**config.mk**
```make
export PLATFORM = sky130hd
export DESIGN_NAME = mem_bus_arbiter
export DESIGN_NICKNAME = d
export VERILOG_FILES = /design/src/rtl/bus_pkg.sv /design/src/rtl/bus_wait_counter.sv /design/src/rtl/mem_bus_arbiter.sv
export SDC_FILE = /design/constraint.sdc
export NUM_CORES = 1
export LEC_CHECK = 0
export ABC_CLOCK_PERIOD_IN_PS = 6800
export CAP_MARGIN = 40
export CORE_AREA = 2 2 152 154
export CTS_CLUSTER_SIZE = 25
export DETAILED_ROUTE_END_ITERATION = 8
export DIE_AREA = 0 0 154 156
export PLACE_DENSITY = 0.78
export SYNTH_ARGS = -nofsm -noshare
export SYNTH_HDL_FRONTEND = slang
export SYNTH_SLANG_ARGS = --single-unit
export TNS_END_PERCENT = 20
```
**constraint.sdc**
```tcl
create_clock -name clock -period 6.8 [get_ports clock]
set_clock_uncertainty 0.1 [all_clocks]
set_input_delay 1.36 -clock clock [delete_from_list [all_inputs] [get_ports clock]]
set_output_delay 1.36 -clock clock [all_outputs]
set_load 0.01 [all_outputs]
```
**src/rtl/bus_pkg.sv**
```systemverilog
// Shared definitions for the memory-bus arbiter: FSM states, port IDs and
// default bus geometry.
package bus_pkg;

  localparam int unsigned BUS_ADDR_WIDTH      = 32;
  localparam int unsigned BUS_DATA_WIDTH      = 64;
  localparam int unsigned DEFAULT_WAIT_STATES = 2;
  localparam int unsigned CNT_WIDTH           = 4;

  typedef enum logic [1:0] {
    IDLE   = 2'd0,
    ACCESS = 2'd1,
    RESP   = 2'd2
  } state_t;

  typedef enum logic {
    PORT_IF = 1'b0,
    PORT_DM = 1'b1
  } port_t;

endpackage

```
**src/rtl/bus_wait_counter.sv**
```systemverilog
// Loadable down-counter that times the wait states of one bus access;
// zero flags the final ACCESS cycle.
module bus_wait_counter
  import bus_pkg::*;
(
  input  logic                 clock,
  input  logic                 reset,
  input  logic                 load,
  input  logic [CNT_WIDTH-1:0] load_value,
  input  logic                 dec,
  output logic                 zero
);

  logic [CNT_WIDTH-1:0] count;

  always_ff @(posedge clock or negedge reset) begin
    if (!reset) begin
      count <= '0;
    end else if (load) begin
      count <= load_value;
    end else if (dec && (count != '0)) begin
      count <= count - CNT_WIDTH'(1);
    end
  end

  assign zero = (count == '0);

endmodule

```
**src/rtl/mem_bus_arbiter.sv**
```systemverilog
// Round-robin arbiter sharing one 64-bit memory bus between the instruction
// fetch port and the data load/store port.
module mem_bus_arbiter
  import bus_pkg::*;
#(
  parameter int unsigned ADDR_WIDTH  = BUS_ADDR_WIDTH,
  parameter int unsigned DATA_WIDTH  = BUS_DATA_WIDTH,
  parameter int unsigned WAIT_STATES = DEFAULT_WAIT_STATES
) (
  input  logic                  clock,
  input  logic                  reset,
  input  logic                  if_req,
  input  logic [ADDR_WIDTH-1:0] if_addr,
  output logic                  if_gnt,
  output logic                  if_valid,
  output logic [31:0]           if_rdata,
  input  logic                  dm_req,
  input  logic                  dm_we,
  input  logic [ADDR_WIDTH-1:0] dm_addr,
  input  logic [DATA_WIDTH-1:0] dm_wdata,
  output logic                  dm_gnt,
  output logic                  dm_valid,
  output logic [DATA_WIDTH-1:0] dm_rdata,
  output logic [ADDR_WIDTH-1:0] mem_addr,
  output logic                  mem_rd,
  output logic                  mem_wr,
  output logic [DATA_WIDTH-1:0] mem_wdata,
  output logic                  mem_oe,
  input  logic [DATA_WIDTH-1:0] mem_rdata,
  output logic                  busy
);

  state_t                state, state_next;
  port_t                 last_port, lat_port, grant_port;
  logic                  grant_any;
  logic [ADDR_WIDTH-1:2] lat_addr;
  logic                  lat_we;
  logic [DATA_WIDTH-1:0] lat_wdata;
  logic                  cnt_zero;
  logic                  unused_addr_bits;

  // Byte-lane bits never reach the bus.
  assign unused_addr_bits = ^{if_addr[1:0], dm_addr[1:0]};

  always_comb begin
    grant_port = PORT_IF;
    if (if_req && dm_req) begin
      grant_port = (last_port == PORT_IF) ? PORT_DM : PORT_IF;
    end else if (dm_req) begin
      grant_port = PORT_DM;
    end
  end

  assign grant_any = (state == IDLE) && (if_req || dm_req);

  bus_wait_counter u_wait_counter (
    .clock      (clock),
    .reset      (reset),
    .load       (grant_any),
    .load_value (CNT_WIDTH'(WAIT_STATES)),
    .dec        (state == ACCESS),
    .zero       (cnt_zero)
  );

  always_ff @(posedge clock or negedge reset) begin
    if (!reset) begin
      state <= IDLE;
    end else begin
      state <= state_next;
    end
  end

  always_comb begin
    state_next = state;
    unique case (state)
      IDLE:    if (grant_any) state_next = ACCESS;
      ACCESS:  if (cnt_zero)  state_next = RESP;
      RESP:    state_next = IDLE;
      default: state_next = IDLE;
    endcase
  end

  always_comb begin
    mem_addr  = '0;
    mem_rd    = 1'b0;
    mem_wr    = 1'b0;
    mem_oe    = 1'b0;
    mem_wdata = '0;
    if_valid  = 1'b0;
    dm_valid  = 1'b0;
    unique case (state)
      ACCESS: begin
        mem_addr = {lat_addr[ADDR_WIDTH-1:3], 3'b000};
        if (lat_we) begin
          mem_wr    = 1'b1;
          mem_oe    = 1'b1;
          mem_wdata = lat_wdata;
        end else begin
          mem_rd = 1'b1;
        end
      end
      RESP: begin
        if_valid = (lat_port == PORT_IF);
        dm_valid = (lat_port == PORT_DM);
      end
      default: ;
    endcase
  end

  assign busy = (state != IDLE);

  always_ff @(posedge clock or negedge reset) begin
    if (!reset) begin
      if_gnt    <= 1'b0;
      dm_gnt    <= 1'b0;
      lat_addr  <= '0;
      lat_we    <= 1'b0;
      lat_wdata <= '0;
      lat_port  <= PORT_IF;
      last_port <= PORT_IF;
      if_rdata  <= '0;
      dm_rdata  <= '0;
    end else begin
      if_gnt <= grant_any && (grant_port == PORT_IF);
      dm_gnt <= grant_any && (grant_port == PORT_DM);
      if (grant_any) begin
        lat_port  <= grant_port;
        lat_addr  <= (grant_port == PORT_DM) ? dm_addr[ADDR_WIDTH-1:2] : if_addr[ADDR_WIDTH-1:2];
        lat_we    <= (grant_port == PORT_DM) && dm_we;
        lat_wdata <= dm_wdata;
      end
      // Read data is captured on the edge that ends ACCESS so it is valid in RESP.
      if ((state == ACCESS) && cnt_zero) begin
        if (lat_port == PORT_IF) begin
          if_rdata <= lat_addr[2] ? mem_rdata[63:32] : mem_rdata[31:0];
        end else if (!lat_we) begin
          dm_rdata <= mem_rdata;
        end
      end
      if (state == RESP) begin
        last_port <= lat_port;
      end
    end
  end

endmodule

```
==> reports/metrics.cfg <==
[global_route]
grt_pass1_vias = 7248
grtUsageTotal = 0.214
grt_pass1_wl_um = 41000
overflow = 0
grt_max_degree = 114
antenna_found_initial = 0

[timing]
relSlewSlack = 0.493
setup_ws_ns = 2.73
setup_viol_count_final = 0
hold_viol_final = 0
hold_ws_ns = 0.393
timing.fmax_mhz = 245
maxSlewViolCount = 0
fin_crit_ns = 4.07
worst_pin_slew_ns = 0.760
rsz0062_at_grt = false
setup-tns-final_ns = 0
final.period_utilization = 0.599

[place]
place.gp.congestion = 0.780
preCtsSetupSlack_ns = 3.15
port_buffers = 389
placed_cell_area_mm2 = 0.0131
dp_hpwl_um = 18600

[die]
die_height_um = 156
initial_core_util = 0.404
rows = 55
core_area_mm2 = 0.0224
io_pins = 397
die_x_um = 154
die-area_mm2 = 0.0240

[clock_tree]
insertion_delay_ns = 0.51
postCtsHoldBufs = 0
htree_levels = 1
cts-root-buf = clkbuf_16
clock_sinks = 201
cts_max_path_buffers = 3
cts_setup_buffers = 0
ctsResizeCount = 0
numCtsBuffers = 23
cts_tree = yes
path_clk_slew_ns = 0.06

[final_layout]
syn2layout_area_growth_pct = 53.8
fillers = 1712
final_core_util = 0.622
antenna_cells = 0
fin_area_mm2 = 0.0139
final_layout_size_suffix_gt1_frac = 0.240
multi_input_area_mm2 = 0.00369
final_nets = 1218
seq_area_mm2 = 0.00503

[yosys]
ys_types = 37
yosysMostFrequentCell = dfrtp_1
synth-seq-area-share = 0.556
yosys.area.top_type_share = 0.556
synth_area_mm2 = 0.00904
ys_top_cells_by_count = dfrtp_1 (201), mux2_2 (162), and3_1 (67)
synth-edff-count = 0
synth-async-reset-ratio = 1.00
synthCells = 648
ys_ff_latch = 201
yosysTopAreaCell = dfrtp_1
ys.flop_type = dfrtp_1
syn_avg_cell_area_um2 = 14.0
yosys_warnings = 0
synth_area_leaders = dfrtp_1 (56%), mux2_2 (20%), mux2_4 (5.0%)

[route]
wl_met3_um = 2320
routed_wl_um = 26600
topRoutingLayerUsed = met4
drt-initial-drc-count = 318
routedWlPerCell_um = 20.1
viasPerCell = 5.17
wl_met2_um = 12900
num_vias = 6828
drc = 0
ant_nets = 0
dr.pass1.iters = 4
routedLengthMet1_um = 10900

[critical_path]
worstPathMaxFanout = 51
worstPathArrival_ns = 2.61
startpoint_type = register
worstSetupPathType = reg -> out
end_kind = primary output
cp.required_ns = 5.34

[run]
maxCapViolCount = 0

[power_and_ir_drop]
power_density_mw_per_mm2 = 468
vdd_ir_drop_max_uv = 269
cellLeakagePower_nw = 6.04

[outcome]
status = complete, no violations

[worst_hold_path]
holdCritPathClass = reg -> reg

## worst paths after layout
kind	startpoint	to	slack, ns	cells after the start
max	lat_we$_DFFE_PN0P_	mem_rd	2.73	3
min	last_port$_DFFE_PN0N_	last_port$_DFFE_PN0N_	0.39	1
max reg2reg	state[1]$_DFFE_PN0P_	lat_wdata[39]$_DFFE_PN0P_	4.06	6
min reg2reg	last_port$_DFFE_PN0N_	last_port$_DFFE_PN0N_	0.39	1
max in group asynchronous	reset	dm_rdata[55]$_DFFE_PN0P_	4.67	2
min in group asynchronous	reset	dm_rdata[14]$_DFFE_PN0P_	0.79	1
## per-stage QoR
step | total power [mW] | instances
finish | 6.51 | 1321
global route | 6.87 | 1321
CTS | 6.58 | 1321
detailed placement | 5.25 | 1279
global placement | 5.15 | 1277
floorplan | 3.72 | 650
## cell families after synthesis
group,after synthesis,synth area share
flip-flops,201,0.556
multiplexers,193,0.253
AND/OR/NAND/NOR,121,0.0825
AO/OA/AOI/OAI,70,0.0656
buffers and inverters,60,0.0398
adder cells (fa/ha/maj),2,0.00277
other,1,0.000415
## placed cells by master (no fill, tap or decap), types with 3 or more instances in the layout
| cell type | n |
|---|---|
| o21ai_0 | 4 |
| inv_1 | 4 |
| a221o_1 | 30 |
| clkbuf_16 | 23 |
| and3_1 | 67 |
| buf_4 | 8 |
| nor2_1 | 3 |
| clkdlybuf4s50_1 | 388 |
| and2_1 | 30 |
| nand2_1 | 3 |
| bufinv_16 | 3 |
| conb_1 | 3 |
| clkbuf_8 | 7 |
| mux2_4 | 30 |
| clkinv_2 | 3 |
| clkbuf_1 | 6 |
| dfrtp_1 | 201 |
| a21boi_0 | 30 |
| mux2_2 | 162 |
## state kept, by name (all words and copies together) (netlist names)
signal	cells
lat_wdata	64
last_port	1
dm_rdata	64
u_wait_counter.count	4
lat_port	1
dm_gnt	1
state	2
if_rdata	32
if_gnt	1
lat_we	1
lat_addr	30
## critical path, stage by stage, from the launching register on
cell	delay, ns
dfrtp_1	0.55
buf_4	0.36
nor3b_1	0.51
clkdlybuf4s50_1	0.68
## area by class of cell
type	instances	area share
Clock buffer	35	0.0489
Clock inverter	7	0.00819
Inverter	4	0.00108
Multi-Input combinational cell	389	0.265
Sequential cell	201	0.362
Tap cell	285	0.0256
Timing Repair Buffer	400	0.289
## layer usage
layer	track usage	vias up
met3	0.0633	39
met4	0.0467	0
li1	-	3079
met2	0.370	317
met5	0	-
met1	0.266	3393
## report_power, final
group	total, mW	switching (mW)	internal (mW)
Clock	1.29	0.486	0.802
Combinational	3.08	1.23	1.85
Sequential	2.14	0.338	1.81
Total	6.51	2.06	4.45
Power figures use the tool's default switching activity.
==> edit 1 (same settings) <==
Make the reset (`reset`) synchronous in 3 clocked blocks.
--- a/src/rtl/bus_wait_counter.sv
+++ b/src/rtl/bus_wait_counter.sv
@@ -13,7 +13,7 @@
 
   logic [CNT_WIDTH-1:0] count;
 
-  always_ff @(posedge clock or negedge reset) begin
+  always_ff @(posedge clock) begin
     if (!reset) begin
       count <= '0;
     end else if (load) begin
--- a/src/rtl/mem_bus_arbiter.sv
+++ b/src/rtl/mem_bus_arbiter.sv
@@ -62,7 +62,7 @@
     .zero       (cnt_zero)
   );
 
-  always_ff @(posedge clock or negedge reset) begin
+  always_ff @(posedge clock) begin
     if (!reset) begin
       state <= IDLE;
     end else begin
@@ -109,7 +109,7 @@
 
   assign busy = (state != IDLE);
 
-  always_ff @(posedge clock or negedge reset) begin
+  always_ff @(posedge clock) begin
     if (!reset) begin
       if_gnt    <= 1'b0;
       dm_gnt    <= 1'b0;
Check against the original RTL: differs if reset is asserted again (counterexample within 4 cycles, from zero or initial values and one cycle with reset low); with reset held inactive, the same outputs for 4 cycles.
==> edit 1 against the original RTL <==
Largest cell class is now multi-input combinational cells; sequential cell count stayed put; design area is 0.55% lower; routed wire length is 14% higher; critical endpoint is now mem_wdata[46]; via count is 31% higher; worst setup slack worse by 200 ps; area after synthesis is 1.1% higher.
Power is not compared: it rests on default switching activity, and its combinational part moved more than twofold at a synthesized area within 25%.
==> edit 1: results (changes against the original RTL) <==
- The filler cell count in the final layout is 1909 (was 1712).
- The final standard cell count with taps included and fillers excluded is 1653 (was 1321).
- The number of buffers added by the clock tree synthesis step is 24 (was 23).
- The non-clock buffer instance count of the final layout came to 408 (was 400).
- Commonest cells in the netlist: 201 x sky130_fd_sc_hd__dfxtp_1, 157 x sky130_fd_sc_hd__nand2_1, 97 x sky130_fd_sc_hd__nand3_1 (was 201 x sky130_fd_sc_hd__dfrtp_1, 162 x sky130_fd_sc_hd__mux2_2, 67 x sky130_fd_sc_hd__and3_1).
- The number of combinational gates with multiple inputs is 710 (was 389).
- The net count of the finished layout is 1548 (was 1218).
- The peak per-stage delay on the critical path is 570 ps (was 680 ps).
- The fraction of final layout cells sized beyond drive strength 1 is 5.04% (was 24.0%).
- The instance count after placement with tap cells included is 1609 (was 1279).
- The number of vias after detailed routing is 8925 (was 6828).
- The most area-hungry cell class in the final design is multi-input combinational cells (was registers).
- The number of clock buffers in the layout is 37 (was 35).
- Outcome: completed (unchanged).
- The largest net degree at the start of global routing is 99 (was 114).
- The worst setup timing slack at the placement stage came to 3090 ps (was 3150 ps).
- The data arrival time of the worst path is 2810 ps (was 2610 ps).
- The combined area of the multi-input logic cells is 4550 um2 (was 3690 um2).
- The clock transition time at the flip-flop clock pins of the worst setup and hold paths is 60 ps (about the same).
- The portion of the layout cell area used by non-clock buffers came to 29.6% (was 28.9%).
- The count of inverters other than clock inverters in the layout was 5 (was 4).
- The first-iteration detailed-routing DRC count is 539 (was 318).
- The final RePlAce weighted congestion is 0.786 (was 0.780).
- The number of instances in the synthesized netlist is 1031 (was 648).
- The primary flip-flop cell chosen by synthesis mapping is sky130_fd_sc_hd__dfxtp_1 (was sky130_fd_sc_hd__dfrtp_1).
- The area of all sequential standard cells was 4030 um2 (was 5030 um2).
- The leakage power total is between 0.005 and 0.006 uW.
- The overall routing resource usage came to 23.8% (was 21.4%).
- The detailed-route wire length came to 30.2 mm (was 26.6 mm).
- The half-perimeter wire length after placement is 19.7 mm (was 18.6 mm).
- The post-synthesis async set-or-reset flop share is 0% (was 100%).
- The number of global-route vias before repair came to 8624 (was 7248).
- The largest fanout on the critical path came to 46 (was 51).
- The actual transition at the worst max-transition pin came to 764 ps (was 760 ps).
- The wire length of the first global-routing pass is 46.9 mm (was 41.0 mm).
- The number of library cell types mapped by synthesis is 43 (was 37).
- The top cell family by delay on the critical path is buffers and inverters (unchanged).
- The first-pass detailed-route iteration total was 5 (was 4).
- The sequential area share after synthesis was 44.0% (was 55.6%).
- Main area contributors after synthesis: sky130_fd_sc_hd__dfxtp_1 44%, sky130_fd_sc_hd__mux2i_1 11%, sky130_fd_sc_hd__nand2_1 6.4% (was sky130_fd_sc_hd__dfrtp_1 56%, sky130_fd_sc_hd__mux2_2 20%, sky130_fd_sc_hd__mux2_4 5.0%).
- The fraction of area in clock buffers and inverters is 5.72% (was 5.71%).
edit 1: power breakdown:
| part | switching [uW] | internal [uW] |
|---|---|---|
| logic | 318 | 313 |
| clock network | 502 | 774 |
| registers | 45.7 | 1270 |
| total | 866 | 2360 |
edit 1: cells by family after synthesis:
family,count (synthesis),synth area share (%)
flip-flops,201,44.0
adder cells (fa/ha/maj),1,0.137
buffers and inverters,122,6.73
AO/OA/AOI/OAI,206,16.7
other,1,0.0410
multiplexers,96,10.5
AND/OR/NAND/NOR,404,21.8
edit 1: per-layer routing:
layer	GRT usage, %	routed length (um)	vias up
met4	8.95	1060	0
li1	-	-	4262
met3	7.50	2770	66
met2	40.3	14100	367
met1	28.3	12200	4230
met5	0	0	-
edit 1: through the flow:
step / power (uW) / hold WS (ps) / instance area (um2)
after floorplan: 1660 / 347 / 9150
after global placement: 1950 / 340 / 13000
after detailed placement: 1970 / 345 / 13000
after CTS: 3260 / 356 / 13800
after global routing: 3370 / 375 / 13800
final: 3220 / 352 / 13800
edit 1: final timing paths:
check | from | to | slack [ps] | depth (start not counted)
max | state[0]$_SDFFE_PN0P_ | mem_wdata[46] | 2530 | 4
min | dm_rdata[54]$_SDFFE_PN0P_ | dm_rdata[54]$_SDFFE_PN0P_ | 350 | 2
max reg2reg | state[0]$_SDFFE_PN0P_ | dm_rdata[35]$_SDFFE_PN0P_ | 3470 | 5
min reg2reg | dm_rdata[54]$_SDFFE_PN0P_ | dm_rdata[54]$_SDFFE_PN0P_ | 350 | 2
edit 1: worst register-to-register path, delay by kind of cell, from the launching register on:
family	cells	cell delay (ps)
buf+inv	2	1170
flops	1	480
mux	1	330
simple gates	2	1170
==> edit 2 (same settings) <==
Without the edit above. The package constant `CNT_WIDTH` goes from 4 to 6.
--- a/src/rtl/bus_pkg.sv
+++ b/src/rtl/bus_pkg.sv
@@ -5,7 +5,7 @@
   localparam int unsigned BUS_ADDR_WIDTH      = 32;
   localparam int unsigned BUS_DATA_WIDTH      = 64;
   localparam int unsigned DEFAULT_WAIT_STATES = 2;
-  localparam int unsigned CNT_WIDTH           = 4;
+  localparam int unsigned CNT_WIDTH           = 6;
 
   typedef enum logic [1:0] {
     IDLE   = 2'd0,
Check against the original RTL: no difference found for any inputs over 4 cycles, from zero or initial values and one cycle with reset low; that may be too few to reach the edited logic, so the function may still have changed.
==> edit 2 against the original RTL <==
Sequential share of layout area is 0.33 points lower; design area is 1.9% higher; hold slack hardly changed; sequential cell count is 2 higher; area after synthesis is 2.8% higher; power is 0.24% higher; die area stayed put; worst setup slack worse by 500 ps; critical endpoint is now mem_wdata[47]; via count is 0.81% higher; routed wire length is 1.4% lower; global-route usage is 0.41 points lower.
==> edit 2: results (changes against the original RTL) <==
- Outcome: completed (unchanged).
- The number of H-tree branching levels is 1 (unchanged).
- The overall routing resource usage is 21.0% (was 21.4%).
- The maximum resistive drop on vdd is 0.246 mV (was 0.269 mV).
- The fraction of final layout cells sized beyond drive strength 1 is 23.6% (was 24.0%).
- The worst setup timing slack at the placement stage is 2760 ps (was 3150 ps).
- The clock transition time at the flip-flop clock pins of the worst setup and hold paths came to 60 ps (about the same).
- The number of buffers added by the clock tree synthesis step is 24 (was 23).
- The number of global-route vias before repair is 7226 (was 7248).
- The half-perimeter wire length after placement is 18.1 mm (was 18.6 mm).
- The largest net degree at the start of global routing is 110 (was 114).
- The cell with the largest stage delay on the worst path is sky130_fd_sc_hd__nor2b_4 (was sky130_fd_sc_hd__clkdlybuf4s50_1).
- The portion of netlist area occupied by mux cells was 26.0% (was 25.3%).
- Commonest cells in the netlist: 203 x sky130_fd_sc_hd__dfrtp_1, 132 x sky130_fd_sc_hd__mux2_2, 66 x sky130_fd_sc_hd__and3_1 (was 201 x sky130_fd_sc_hd__dfrtp_1, 162 x sky130_fd_sc_hd__mux2_2, 67 x sky130_fd_sc_hd__and3_1).
- The first-iteration detailed-routing DRC count is 320 (was 318).
- The post-synthesis compound-gate area fraction came to 6.93% (was 6.56%).
- The peak per-stage delay on the critical path is 650 ps (was 680 ps).
- The post-synthesis async set-or-reset flop share is 100% (unchanged).
- Main area contributors after synthesis: sky130_fd_sc_hd__dfrtp_1 55%, sky130_fd_sc_hd__mux2_2 16%, sky130_fd_sc_hd__mux2_4 9.7% (was sky130_fd_sc_hd__dfrtp_1 56%, sky130_fd_sc_hd__mux2_2 20%, sky130_fd_sc_hd__mux2_4 5.0%).
- The final RePlAce weighted congestion is 0.775 (was 0.780).
- The arithmetic-cell share of the synthesized area counting full adders, half adders and majority gates is 0.269% (was 0.277%).
- The via-per-instance ratio came to 5.15 (was 5.17).
- The worst slew margin relative to its limit is 43.3% (was 49.3%).
- The number of library cell types mapped by synthesis is 36 (was 37).
- The data arrival time of the worst path is 3110 ps (was 2610 ps).
- The largest fanout on the critical path is 64 (was 51).
- The sequential area share after synthesis was 54.7% (was 55.6%).
- The per-cell routed wire length came to 19.6 um (was 20.1 um).
- The filler cell count in the final layout came to 1726 (was 1712).
- The cell area after placement was 13300 um2 (was 13100 um2).
- The final standard cell count with taps included and fillers excluded was 1336 (was 1321).
- The net count of the finished layout is 1232 (was 1218).
- The leakage power total is 0.00629 uW (was 0.00604 uW).
- The number of instances in the synthesized netlist is 664 (was 648).
- The wire length of the first global-routing pass is 40.1 mm (was 41.0 mm).
==> edit 2: logic make-up after synthesis <==
| family | count (synthesis) |
|---|---|
| AND/OR/NAND/NOR | 122 |
| other | 1 |
| buffers and inverters | 64 |
| multiplexers | 195 |
| flip-flops | 203 |
| AO/OA/AOI/OAI | 77 |
| adder cells (fa/ha/maj) | 2 |
==> edit 2: layer usage <==
metal | track usage, % | part of all wire [%] | up-vias
li1 | - | - | 3136
met4 | 6.41 | 3.0 | 0
met5 | 0 | 0 | -
met1 | 24.3 | 39 | 3397
met2 | 36.9 | 50 | 301
met3 | 7.08 | 8.8 | 49
==> edit 2: final timing paths <==
path                                                          start                                   to  slack (ps)  depth (start not counted)
worst max register to register  u_wait_counter.count[4]$_DFFE_PN0P_              dm_rdata[9]$_DFFE_PN0P_        4070                          5
worst min-delay path            u_wait_counter.count[3]$_DFFE_PN0P_  u_wait_counter.count[3]$_DFFE_PN0P_         390                          1
min in group asynchronous                                     reset             dm_rdata[14]$_DFFE_PN0P_         800                          1
worst min register to register  u_wait_counter.count[3]$_DFFE_PN0P_  u_wait_counter.count[3]$_DFFE_PN0P_         390                          1
worst max-delay path                           state[0]$_DFFE_PN0P_                        mem_wdata[47]        2230                          4
max in group asynchronous                                     reset             lat_addr[21]$_DFFE_PN0P_        4650                          2
==> edit 2: final cells by class <==
class,count,area [um2],area share [%]
timing repair buffer,400,4020,28.4
clock buffer,36,707,4.99
sequential,203,5080,35.8
inverter,5,18.8,0.132
multi-input combinational,399,3870,27.3
clock inverter,8,121,0.856
tap,285,357,2.52
==> edit 2: power by group <==
group	internal (uW)	switching [uW]
registers	1810	309
clock network	832	502
logic	1850	1220
